File: src/rtl/mandel_pkg.sv
// Shared definitions for the Mandelbrot pixel scanner: Q4.12 coordinate
// format, iteration-count width and the scanner state encoding.
package mandel_pkg;

    localparam int COORD_W   = 16;
    localparam int FRAC_BITS = 12;
    localparam int ITER_W    = 8;

    // Count written for a pixel whose engine never answered (treated as inside the set).
    localparam logic [ITER_W-1:0] NOESCAPE_COUNT = 8'hFF;

    typedef logic signed [COORD_W-1:0] coord_t;

    typedef enum logic [2:0] {
        IDLE,
        ISSUE,
        WAIT,
        WRITE,
        DONE
    } scan_state_e;

endpackage

File: src/rtl/mandel_coord_gen.sv
// Raster coordinate generator: column/row counters plus incremental Q4.12
// accumulators for the real and imaginary parts. No multiplier; every
// addition wraps in 16-bit two's complement.
module mandel_coord_gen
    import mandel_pkg::*;
#(
    parameter int     COLS    = 640,
    parameter int     ROWS    = 480,
    parameter coord_t X_START = 16'hE000,
    parameter coord_t Y_START = 16'hF000,
    parameter coord_t STEP    = 16'h0013
) (
    input  logic   clk_i,
    input  logic   rst_ni,
    input  logic   load_i,
    input  logic   adv_i,
    output coord_t x_o,
    output coord_t y_o,
    output logic   last_o
);

    localparam int COL_W = (COLS > 1) ? $clog2(COLS) : 1;
    localparam int ROW_W = (ROWS > 1) ? $clog2(ROWS) : 1;
    localparam logic [COL_W-1:0] COL_LAST = COL_W'(COLS - 1);
    localparam logic [ROW_W-1:0] ROW_LAST = ROW_W'(ROWS - 1);

    logic [COL_W-1:0] col_q, col_d;
    logic [ROW_W-1:0] row_q, row_d;
    coord_t           x_q, x_d;
    coord_t           y_q, y_d;

    // Next position: restart at the frame origin on load, otherwise step
    // along the row and wrap to the next row at its end.
    always_comb begin
        col_d = col_q;
        row_d = row_q;
        x_d   = x_q;
        y_d   = y_q;
        if (load_i) begin
            col_d = '0;
            row_d = '0;
            x_d   = X_START;
            y_d   = Y_START;
        end else if (adv_i) begin
            if (col_q == COL_LAST) begin
                col_d = '0;
                x_d   = X_START;
                row_d = row_q + ROW_W'(1);
                y_d   = y_q + STEP;
            end else begin
                col_d = col_q + COL_W'(1);
                x_d   = x_q + STEP;
            end
        end
    end

    // Position registers; cleared by reset so the request bus reads zero.
    always_ff @(posedge clk_i or negedge rst_ni) begin
        if (!rst_ni) begin
            col_q <= '0;
            row_q <= '0;
            x_q   <= '0;
            y_q   <= '0;
        end else begin
            col_q <= col_d;
            row_q <= row_d;
            x_q   <= x_d;
            y_q   <= y_d;
        end
    end

    assign x_o    = x_q;
    assign y_o    = y_q;
    assign last_o = (col_q == COL_LAST) && (row_q == ROW_LAST);

endmodule

File: src/rtl/mandel_scanner.sv
// Pixel-scan sequencer for the Mandelbrot iteration engine. Issues one
// coordinate per pixel in raster order over a valid/ready channel, waits
// for the iteration count and writes it to the frame buffer at row*COLS+col.
// Optional: define MANDEL_TIMEOUT_EN to bound the wait for an engine result
// (TIMEOUT cycles); a timed-out pixel is written as NOESCAPE_COUNT and the
// sticky timeout_flag output is raised.
module mandel_scanner
    import mandel_pkg::*;
#(
    parameter int     COLS    = 640,
    parameter int     ROWS    = 480,
    parameter int     ADDR_W  = 19,
    parameter coord_t X_START = 16'hE000,
    parameter coord_t Y_START = 16'hF000,
    parameter coord_t STEP    = 16'h0013
`ifdef MANDEL_TIMEOUT_EN
    ,
    parameter int     TIMEOUT = 1023
`endif
) (
    input  logic               Clk,
    input  logic               Rst_n,
    input  logic               start,
    output logic               busy,
    output logic               done,
    output logic               req_valid,
    input  logic               req_ready,
    output logic [COORD_W-1:0] req_x,
    output logic [COORD_W-1:0] req_y,
    input  logic               res_valid,
    input  logic [ITER_W-1:0]  res_count,
    output logic               wr_en,
    output logic [ADDR_W-1:0]  wr_addr,
    output logic [ITER_W-1:0]  wr_data
`ifdef MANDEL_TIMEOUT_EN
    ,
    output logic               timeout_flag
`endif
);

    scan_state_e       state_q, state_d;
    logic [ADDR_W-1:0] addr_q, addr_d;
    logic [ITER_W-1:0] count_q, count_d;
    logic              coord_load;
    logic              coord_adv;
    logic              coord_last;
    coord_t            cur_x;
    coord_t            cur_y;

`ifdef MANDEL_TIMEOUT_EN
    localparam int TO_W = $clog2(TIMEOUT + 1);
    localparam logic [TO_W-1:0] TO_LAST = TO_W'(TIMEOUT - 1);

    logic [TO_W-1:0] to_cnt_q, to_cnt_d;
    logic            to_flag_q, to_flag_d;
    logic            to_fire;

    // Final WAIT cycle reached with no result from the engine.
    assign to_fire = (state_q == WAIT) && !res_valid && (to_cnt_q == TO_LAST);
`endif

    mandel_coord_gen #(
        .COLS    (COLS),
        .ROWS    (ROWS),
        .X_START (X_START),
        .Y_START (Y_START),
        .STEP    (STEP)
    ) u_coord (
        .clk_i  (Clk),
        .rst_ni (Rst_n),
        .load_i (coord_load),
        .adv_i  (coord_adv),
        .x_o    (cur_x),
        .y_o    (cur_y),
        .last_o (coord_last)
    );

    // Scanner sequencing: one request outstanding, one write per pixel.
    always_comb begin
        state_d    = state_q;
        addr_d     = addr_q;
        count_d    = count_q;
        coord_load = 1'b0;
        coord_adv  = 1'b0;
        case (state_q)
            IDLE: begin
                if (start) begin
                    coord_load = 1'b1;
                    addr_d     = '0;
                    state_d    = ISSUE;
                end
            end
            ISSUE: begin
                if (req_ready) begin
                    state_d = WAIT;
                end
            end
            WAIT: begin
                if (res_valid) begin
                    count_d = res_count;
                    state_d = WRITE;
                end
`ifdef MANDEL_TIMEOUT_EN
                else if (to_fire) begin
                    count_d = NOESCAPE_COUNT;
                    state_d = WRITE;
                end
`endif
            end
            WRITE: begin
                addr_d = addr_q + ADDR_W'(1);
                if (coord_last) begin
                    state_d = DONE;
                end else begin
                    coord_adv = 1'b1;
                    state_d   = ISSUE;
                end
            end
            DONE: begin
                state_d = IDLE;
            end
            default: begin
                state_d = IDLE;
            end
        endcase
    end

    // State, write address and captured iteration count.
    always_ff @(posedge Clk or negedge Rst_n) begin
        if (!Rst_n) begin
            state_q <= IDLE;
            addr_q  <= '0;
            count_q <= '0;
        end else begin
            state_q <= state_d;
            addr_q  <= addr_d;
            count_q <= count_d;
        end
    end

`ifdef MANDEL_TIMEOUT_EN
    // Wait-cycle counter restarts each WAIT visit; flag is sticky until the next accepted start.
    always_comb begin
        to_cnt_d  = (state_q == WAIT) ? to_cnt_q + TO_W'(1) : '0;
        to_flag_d = to_flag_q;
        if ((state_q == IDLE) && start) begin
            to_flag_d = 1'b0;
        end else if (to_fire) begin
            to_flag_d = 1'b1;
        end
    end

    // Timeout counter and sticky flag registers.
    always_ff @(posedge Clk or negedge Rst_n) begin
        if (!Rst_n) begin
            to_cnt_q  <= '0;
            to_flag_q <= 1'b0;
        end else begin
            to_cnt_q  <= to_cnt_d;
            to_flag_q <= to_flag_d;
        end
    end

    assign timeout_flag = to_flag_q;
`endif

    assign busy      = (state_q != IDLE);
    assign done      = (state_q == DONE);
    assign req_valid = (state_q == ISSUE);
    assign wr_en     = (state_q == WRITE);
    assign req_x     = cur_x;
    assign req_y     = cur_y;
    assign wr_addr   = addr_q;
    assign wr_data   = count_q;

endmodule

File: config.mk
export PLATFORM = sky130hd
export DESIGN_NAME = mandel_scanner
export DESIGN_NICKNAME = d
export VERILOG_FILES = /design/src/rtl/mandel_pkg.sv /design/src/rtl/mandel_coord_gen.sv /design/src/rtl/mandel_scanner.sv
export SDC_FILE = /design/constraint.sdc
export NUM_CORES = 1
export LEC_CHECK = 0
export ABC_AREA = 1
export BUFFER_PORTS_ARGS = -buffer_cell sky130_fd_sc_hd__buf_4
export CORE_MARGIN = 5
export CORE_UTILIZATION = 40
export CTS_CLUSTER_DIAMETER = 100
export DETAILED_ROUTE_END_ITERATION = 16
export GPL_TIMING_DRIVEN = 0
export SLEW_MARGIN = 20
export SYNTH_ARGS = -nofsm -noshare
export SYNTH_HDL_FRONTEND = slang
export SYNTH_SLANG_ARGS = --single-unit
File: constraint.sdc
create_clock -name Clk -period 1.7 [get_ports Clk]
set_clock_uncertainty 0.15 [all_clocks]
set_input_delay 0.085 -clock Clk [delete_from_list [all_inputs] [get_ports Clk]]
set_output_delay 0.085 -clock Clk [all_outputs]
set_load 0.005 [all_outputs]
Word-level counts from Yosys, hierarchy flattened. Index checks and enable logic that the tools add are counted.

$add $sub $neg: 5. $mul: 0. Div/mod/pow operators: 0. Magnitude comparators: 0. Eq/ne operators: 9. Shift-type cells: 0. Multiplexer cells: 23. Bitwise operators: 0. Reductions and logical operators: 10.

Operators with widths (number): two-way mux 16 bit (6); case mux 19 bit (2 select lines) (1); adder 16 x 6 -> 16 bit, second input constant (2); two-way mux 10 bit (3); two-way mux 9 bit (3); adder 19 x 1 -> 19 bit, second input constant (1); two-way mux 19 bit (1); two-way mux 3 bit (4); case mux 3 bit (4 select lines) (1); adder 10 x 1 -> 10 bit, second input constant (1); equality test 10 bit, second input constant (1); adder 9 x 1 -> 9 bit, second input constant (1); equality test 9 bit, second input constant (1); equality test 3 x 2 -> 1 bit, second input constant (2); AND reduction 2 bit (3); nonzero test 2 bit (3); two-way mux 1 bit (4); != test 2 bit, second input constant (2); equality test 3 x 1 -> 1 bit, second input constant (1); equality test 3 bit, second input constant (1); logical NOT 3 bit (1); AND reduction 3 bit (1); nonzero test 3 bit (1); != test 2 x 1 -> 1 bit, second input constant (1); logical AND 1 bit (1).

Flip-flop bits (word level): 81. Latch bits: 0. Memory bits (writable): 0. ROM bits: 0. Output and inout bits: 63. Logic and storage cells: 54. Memories kept: 0.

Depth between registers and ports, before layout. Gate-level depths: netlist (run 1).

Depth after elaboration: 6. Depth in mapped cells: 12. Depth with buffers taken out: 12.

By module. Synthesis (run 1) repeated with hierarchy kept, for this count alone.

Cells, all modules: 666. Area, all modules: 4797.1 µm².

Modules (own cells, without submodules): mandel_coord_gen (instances 1, cells an instance 433, area an instance 3118.0 µm², sequential area each 1276.2 µm²); mandel_scanner (instances 1, cells an instance 233, area an instance 1679.1 µm², sequential area each 750.7 µm²).

Least setup slack after synthesis (run 1). OpenSTA, ideal clock, no wires.

Path kind: reg2reg. Start: reg u_coord.col_q[0]. End: reg u_coord.x_q[2] (netlist: u_coord.x_o[2]). Data arrival time: 1.594 ns. Required time: 1.467 ns. Slack: -0.127 ns. Stages on the path, launching flop included: 10. Path buffers: 1. Period minus slack after synthesis: 1.827 ns. Cells stage by stage: dfrtp_1 -> ha_1 -> nand3_1 -> inv_1 -> nand3_2 -> nor2_1 -> nor2_1 -> buf_2 -> nand4_1 -> o21ai_0.

Word-level cells in the longest chain between the ends: 5. Elaborated cells between the ends (all ways): 8.

Ends and longest elaborated chain: start, declared (RTL line mandel_coord_gen.sv:27) `logic [COL_W-1:0] col_q, col_d;`; start signal, assigned (RTL line mandel_coord_gen.sv:65) `col_q <= col_d;`; equality test 10 bit * (RTL line mandel_coord_gen.sv:45, mandel_coord_gen.sv:74); logical AND 1 bit (RTL line mandel_coord_gen.sv:74) `assign last_o = (col_q == COL_LAST) && (row_q == ROW_LAST);`; two-way mux 1 bit (RTL line mandel_scanner.sv:112) `if (coord_last) begin`; two-way mux 1 bit (RTL line mandel_scanner.sv:85) `case (state_q)`; nonzero test 2 bit (no line); end signal, assigned (RTL line mandel_coord_gen.sv:62) `x_q <= '0;`; end signal, assigned (RTL line mandel_coord_gen.sv:67) `x_q <= x_d;`; end, declared (RTL line mandel_coord_gen.sv:29) `coord_t x_q, x_d;`.

Mark *: on every way between the ends. The rest lies on a longest branch, timed or not. The select of a mux whose other input is x is not followed. A chain may end at the register's enable or synchronous reset.

Worst setup path after layout (run 1).
Start: reg u_coord.col_q[5]. End: reg u_coord.col_q[6].

Word-level cells in the longest chain between the ends: 5. Elaborated cells between the ends (all ways): 9.

Ends and longest elaborated chain: branches (longest 5 deep; another with adder 10 x 1 -> 10 bit).

Several ways; the timed one is not identified. The select of a mux whose other input is x is not followed.

==> results.txt, run 1 <==
Outcome -> finished, violations left
Violations in the final reports -> negative setup slack
Fillers -> 1141
Worst Setup Path Type -> reg2reg
Initial DRT Pass Iterations -> 5
Largest net degree at the start of global routing -> 82
Worst slew pin tran -> 771 ps
CTS H-Tree Depth -> 3
Worst path slowest cell -> sky130_fd_sc_hd__dfrtp_1
Floorplan die area -> 14400 um^2
Number of storage elements in the synthesis netlist -> 81
Layout cells sized above 1 -> 27.6%
R2r setup slk -> -110 ps
Total CTS buffers -> 9
Maximum fanout count along the critical path -> 5
FF-to-FF Start -> u_coord.col_q[5]
Critical hold path startpoint -> start
Starting Density -> 40.5%
Net count of the mapped netlist -> 701
Async set-or-reset flop fraction in the synthesized netlist -> 100%
Mean post-synth cell area -> 7.09 um^2
CP endpoint kind -> flip-flop
Synth-to-layout area growth -> 40.5%
Final critical delay including setup and external delays -> 1810 ps
Mapped Area -> 4840 um^2
Smallest setup slack after layout -> -113 ps
Flip-flop cell with the highest count after synthesis -> sky130_fd_sc_hd__dfrtp_1
Global routing usage on met2 -> 31.6%
CTS Buffer Depth -> 2
Number of global-route vias before repair -> 4804
Busiest layer in global routing -> met2
Most common library cell in the layout ignoring fill and taps -> sky130_fd_sc_hd__nand2_1
Overflow left after global routing -> 0
Worst r2r path cells -> 9
Drt first-iter violations -> 356
Half-perimeter wire length after detailed placement -> 8940 um
Worst endpoint data arrival time -> 1890 ps
Clock Tree Root -> sky130_fd_sc_hd__clkbuf_16
GR Layer Usage met1 -> 25.0%
Clock network latency to the later pin of the worst-skew pair -> 350 ps
Number of distinct library cells after synthesis -> 34
Core region area -> 12000 um^2
First-pass GRT wire length -> 22600 um
Total setup violations reported at the end of the flow -> 52
Vias post-DR -> 4975
Number of failing hold endpoints at the final stage -> 0
Met3 Usage GRT -> 3.63%
Startpoint type of the worst setup path -> flip-flop
Power density normalized to cell area -> 1480 nW/um^2
Most area-hungry cell type in the Yosys netlist -> sky130_fd_sc_hd__dfrtp_1
Upper clock frequency limit -> 552 MHz
Main area contributors after synthesis -> sky130_fd_sc_hd__dfrtp_1 42%, sky130_fd_sc_hd__nand2_1 18%, sky130_fd_sc_hd__nand3_1 6.0%, sky130_fd_sc_hd__inv_1 5.7%, sky130_fd_sc_hd__nor2_1 5.3%
Total Nets Final -> 842
Maximum vdd drop -> 842 uV
Number of enable-type register cells in the synthesized netlist -> 0
End point of the most critical hold path -> state_q[1]
Part of the Yosys area used for sequential elements -> 41.8%
Setup repair after global routing missed its margin -> yes
Die Ht -> 120 um
Leakage power -> 0.00337 uW
Number of maximum-capacitance constraint violations -> 0
Sequential cell area in the final layout -> 2030 um^2
Final routed DRC violation total -> 0
CP Cell Sequence -> nand2_1, nor2_2, nand3_4, o21ai_4, nand2_2, buf_8, buf_4, nand2_1, a21oi_1
Slew margin rel. -> 48.6%
Floorplan die width -> 120 um
Clock tree from TritonCTS -> built
I/O pin count -> 76
Row Count -> 40
Number of nets with antenna violations after routing -> 0
WP data required -> 1780 ps
Fin crit share -> 107%
Max-slew violation total from the final report -> 0
Hold slack final -> 48.6 ps
Most used cells in the layout excluding fill and tap cells -> 216 x sky130_fd_sc_hd__nand2_1, 113 x sky130_fd_sc_hd__buf_4, 75 x sky130_fd_sc_hd__dfrtp_1
Routed WL -> 13600 um
Class of the worst hold path -> in2reg
Antenna violations before repair -> 0
Sum of internal, switching and leakage power -> 10100 uW
Number of warnings reported in the yosys synthesis log -> 0
Instance count of the mapped netlist -> 683
Post-synth top area share -> 41.8%
Min-Delay Path Depth -> 5
Worst path max stage delay -> 430 ps
Overall global routing resource usage -> 19.3%
Count of inserted antenna diode cells -> 0
Endpoint of the most critical register-to-register path -> u_coord.col_q[6]
Number of sinks handled by clock tree synthesis -> 81
Area of the multi-input gates -> 2670 um^2
CP dominant cell by count -> sky130_fd_sc_hd__nand2_1
Placer Congestion -> 0.844
Port Buffer Count -> 75
Register clock-pin slew on the reported worst setup and hold paths -> 60 ps
DR vias/cell -> 5.10
Wire length per cell after detailed routing -> 14.0 um
synth_stat cells (2+ instances only):
library cell	instances
sky130_fd_sc_hd__a21oi_1	8
sky130_fd_sc_hd__buf_2	4
sky130_fd_sc_hd__buf_4	3
sky130_fd_sc_hd__buf_6	3
sky130_fd_sc_hd__clkbuf_1	5
sky130_fd_sc_hd__dfrtp_1	81
sky130_fd_sc_hd__ha_1	5
sky130_fd_sc_hd__inv_1	73
sky130_fd_sc_hd__inv_2	2
sky130_fd_sc_hd__mux2_2	8
sky130_fd_sc_hd__nand2_1	237
sky130_fd_sc_hd__nand2_2	4
sky130_fd_sc_hd__nand3_1	58
sky130_fd_sc_hd__nand3_2	2
sky130_fd_sc_hd__nand3b_1	3
sky130_fd_sc_hd__nand4_1	30
sky130_fd_sc_hd__nor2_1	68
sky130_fd_sc_hd__nor3_1	17
sky130_fd_sc_hd__nor3b_1	4
sky130_fd_sc_hd__o21ai_0	31
sky130_fd_sc_hd__o21ai_1	7
sky130_fd_sc_hd__o22ai_1	2
sky130_fd_sc_hd__xnor2_1	4
sky130_fd_sc_hd__xor2_1	14
stage by stage:
step / area [um^2] / setup slack (ps) / std cells / setup TNS [ps] / util [%]
global placement: 5620 / -291 / 905 / -13530 / 47.0
floorplan: 4870 / -49.1 / 683 / -421 / -
CTS: 6500 / -120 / 962 / -3690 / 54.4
detailed placement: 5620 / -317 / 905 / -15560 / 47.0
finish: 6800 / -113 / 976 / -3860 / 56.9
global route: 6800 / -223 / 976 / -10890 / 56.9
timing repair:
action / CTS / global route
pin swaps: 9 / 16
endpoints found under the hold margin: 91 / 0
setup buffers: 30 / 15
setup endpoints to repair: 67 / 75
hold buffers: 11 / 0
gates cloned: 1 / 2
gates resized for setup: 56 / 55
power by group:
part / switching (uW) / internal [uW]
clock network: 802 / 1580
registers: 678 / 2480
logic: 2340 / 2210
total: 3820 / 6270
layer usage:
layer	share of wire (%)	up-vias
met5	0	-
met4	2.3	0
met3	5.4	24
met2	48	142
met1	44	2327
li1	-	2482
worst max path at each step:
stage / end / slack (ps) / from / depth (start not counted)
after floorplan: u_coord.x_o[9] / -50 / u_coord.col_q[0] / 10
after global placement: u_coord.y_o[10] / -290 / u_coord.y_o[0] / 9
after detailed placement: u_coord.y_o[7] / -320 / state_q[0] / 7
after CTS: u_coord.x_o[7] / -120 / u_coord.row_q[1] / 12
after global routing: u_coord.col_q[9] / -220 / u_coord.col_q[5] / 10
final: u_coord.col_q[6] / -110 / u_coord.col_q[5] / 9
sequential cells by signal, summed over array words and instances (netlist names):
register       cells
u_coord.y_o       16
u_coord.x_o       16
wr_data            8
u_coord.col_q     10
state_q            3
wr_addr           19
u_coord.row_q      9
area by class of cell:
cell class              count  area share, %
well taps                 147           2.70
repair buffers            133           16.3
plain buffers              11           1.77
inverters                  77           4.73
multi-input cells         511           39.3
clock inverters             6           1.91
clock buffers              10           3.37
flip-flops and latches     81           29.9
critical path, delay by kind of cell, from the launching register on:
kind	cells	cell delay, ps
flops	1	430
simple gates	5	580
buf+inv	2	290
compound gates	2	230
logic make-up (layout without fill, tap and decap cells):
| logic type | after synthesis | count (layout) | synth area share, % |
|---|---|---|---|
| xor gates and xnor gates | 18 | 18 | 3.25 |
| AOI/OAI and AO/OA | 53 | 53 | 6.02 |
| DFF | 81 | 81 | 41.8 |
| muxes | 8 | 8 | 1.86 |
| and+or+nand+nor | 426 | 427 | 37.7 |
| buffers and inverters | 92 | 237 | 8.06 |
| adders and majority gates | 5 | 5 | 1.29 |
Power figures use the tool's default switching activity.
==> run 2: changes to the inputs <==
--- a/config.mk
+++ b/config.mk
@@ -12,6 +12,7 @@
 export CTS_CLUSTER_DIAMETER = 100
 export DETAILED_ROUTE_END_ITERATION = 16
 export GPL_TIMING_DRIVEN = 0
+export REMOVE_ABC_BUFFERS = 1
 export SLEW_MARGIN = 20
 export SYNTH_ARGS = -nofsm -noshare
 export SYNTH_HDL_FRONTEND = slang
==> run 2 against run 1 <==
Net effect: the run still ends with negative setup slack left; fmax shrank 2.8%; clock power shrank 11%; first-iteration DRC count grew 9.0%; flip-flop and latch count did not move; worst setup slack worse by 52 ps; count of clock-buffer cells in the layout up 1; non-clock buffer count decreased by 7; total power rose by 1.0%; sequential share of layout area shrank 0.43 points; worst hold slack gained 84 ps; utilization grew 0.91 points; largest power group unchanged.
==> results.txt, run 2 (synthesized netlist as in run 1, its figures left out) <==
CTS Buffer Depth -> 2 (unchanged)
Initial DRT Pass Iterations -> 5 (unchanged)
Final critical delay including setup and external delays -> 1860 ps (+51.6 ps)
Maximum vdd drop -> 717 uV (-15%)
Clock tree from TritonCTS -> built
Maximum fanout count along the critical path -> 16 (+11)
Antenna violations before repair -> 0 (unchanged)
Number of maximum-capacitance constraint violations -> 0 (unchanged)
Worst Setup Path Type -> reg2reg
Worst path slowest cell -> sky130_fd_sc_hd__dfrtp_1
Clock Tree Root -> sky130_fd_sc_hd__clkbuf_16
Sum of internal, switching and leakage power -> 10200 uW (+1.0%)
Drt first-iter violations -> 388 (+9.0%)
Worst endpoint data arrival time -> 1950 ps (+60 ps)
Row Count -> 40 (unchanged)
Routed WL -> 14800 um (+8.6%)
Number of nets with antenna violations after routing -> 0 (unchanged)
Synth-to-layout area growth -> 42.7%
CP Cell Sequence -> ha_4, nand3_4, inv_2, nand3_4, nor2_1, nor2_4, nand4_1, o21ai_0
Number of failing hold endpoints at the final stage -> 0 (unchanged)
Upper clock frequency limit -> 536 MHz (-2.8%)
Register clock-pin slew on the reported worst setup and hold paths -> 60 ps (about the same)
Outcome -> finished, violations left
CP endpoint kind -> flip-flop
Core region area -> 12000 um^2 (unchanged)
CP dominant cell by count -> sky130_fd_sc_hd__nand3_4
Post-layout instance count excluding filler cells -> 978 (+0.20%)
Most used cells in the layout excluding fill and tap cells -> 200 x sky130_fd_sc_hd__nand2_1, 120 x sky130_fd_sc_hd__buf_4, 73 x sky130_fd_sc_hd__dfrtp_1
Wire length per cell after detailed routing -> 15.1 um (+8.4%)
Overflow left after global routing -> 0 (unchanged)
Smallest setup slack after layout -> -164 ps (-51.6 ps)
Clock network latency to the later pin of the worst-skew pair -> 340 ps (about the same)
Floorplan die area -> 14400 um^2 (unchanged)
First-pass GRT wire length -> 24100 um (+6.4%)
CTS H-Tree Depth -> 3 (unchanged)
Leakage power -> 0.00335 uW (-0.65%)
I/O pin count -> 76 (unchanged)
Max FFs per register -> 19 (unchanged)
Count of inserted antenna diode cells -> 0 (unchanged)
Worst path max stage delay -> 420 ps (about the same)
Max-slew violation total from the final report -> 0 (unchanged)
R2r setup slk -> -160 ps (-50 ps)
Port Buffer Count -> 75 (unchanged)
Startpoint type of the worst setup path -> flip-flop
Power density normalized to cell area -> 1480 nW/um^2 (-0.54%)
WP data required -> 1790 ps (about the same)
Setup repair after global routing missed its margin -> yes
Final routed DRC violation total -> 0 (unchanged)
Class of the worst hold path -> in2reg
Overall global routing resource usage -> 20.6% (+1.2 points)
Worst slew pin tran -> 750 ps (-21.6 ps)
Largest net degree at the start of global routing -> 82 (unchanged)
Die Ht -> 120 um (unchanged)
Number of global-route vias before repair -> 4831 (+0.56%)
Floorplan die width -> 120 um (unchanged)
Layout cells sized above 1 -> 30.6% (+2.9 points)
Slew margin rel. -> 50.0% (+1.4 points)
Count of placed standard cells including taps -> 890 (-1.7%)
Total setup violations reported at the end of the flow -> 58 (+12%)
DR vias/cell -> 5.16 (+1.3%)
Placer Congestion -> 0.885 (+4.9%)
CP Buf/Inv Count -> 1 (-1)
Utilization after layout -> 57.8% (+0.91 points)
Total CTS buffers -> 9 (unchanged)
Half-perimeter wire length after detailed placement -> 8450 um (-5.5%)
Vias post-DR -> 5050 (+1.5%)
Violations in the final reports -> negative setup slack
Number of sinks handled by clock tree synthesis -> 81 (unchanged)
Starting Density -> 40.5% (unchanged)
Setup tns final -> -5540 ps (-1680 ps)
Worst path top cell family by delay -> simple AND/OR/NAND/NOR gates
Fin crit share -> 110% (+3.0 points)
Most common library cell in the layout ignoring fill and taps -> sky130_fd_sc_hd__nand2_1
Total Nets Final -> 844 (+0.24%)
-- run 2: repair_timing --
item / in CTS / in global routing
cloned: 9 / 1
gates resized for setup: 94 / 39
hold buffers: 11 / 0
endpoints found under the hold margin: 91 / 0
pin swaps: 26 / 19
setup endpoints to repair: 72 / 77
setup buffers: 31 / 20
-- run 2: per-stage QoR --
stage / cell area [um^2] / hold WS [ps] / setup slack [ps]
6_report: 6910 / 132 / -164
5_1_grt: 6910 / 147 / -273
4_1_cts: 6620 / 86.6 / -134
3_5_place_dp: 5500 / 171 / -1130
3_3_place_gp: 5500 / 168 / -1620
2_1_floorplan: 4750 / -361 / -656
-- run 2: per-layer routing --
layer / part of all wire [%] / global-route usage [%] / up-vias
met5: 0 / 0 / -
met4: 1.5 / 7.52 / 0
met3: 3.9 / 2.64 / 17
met2: 52 / 35.3 / 128
met1: 43 / 26.5 / 2404
li1: - / - / 2501
-- run 2: path summary, 6_finish.rpt --
path,startpoint,end,cells after the start
setup reg to reg,u_coord.col_q[0],u_coord.col_q[8],8
max in group asynchronous,Rst_n,u_coord.row_q[5],2
hold / removal,start,wr_addr[12],4
hold reg to reg,wr_data[7],wr_data[7],1
min in group asynchronous,Rst_n,wr_data[7],2
setup / recovery,u_coord.col_q[0],u_coord.col_q[8],8
-- run 2: layout make-up --
| cell class | instances | area [um^2] |
|---|---|---|
| Multi-Input combinational cell | 519 | 2940 |
| Clock inverter | 5 | 78.8 |
| Fill cell | 1103 | 5050 |
| Tap cell | 147 | 184 |
| Clock buffer | 11 | 243 |
| Timing Repair Buffer | 137 | 1100 |
| Timing Repair inverter | 1 | 11.3 |
| Inverter | 77 | 322 |
| Sequential cell | 81 | 2040 |
-- run 2: where the power goes --
group | total, uW | switching, uW | internal (uW)
sequential | 3230 | 746 | 2490
clock | 2110 | 783 | 1320
combinational | 4860 | 2700 | 2160
total | 10200 | 4220 | 5970
-- run 2: worst min-delay path: stages --
cell	delay, ps
sky130_fd_sc_hd__buf_4	180
sky130_fd_sc_hd__nand2_4	160
sky130_fd_sc_hd__nand3_1	90
sky130_fd_sc_hd__o21ai_0	70
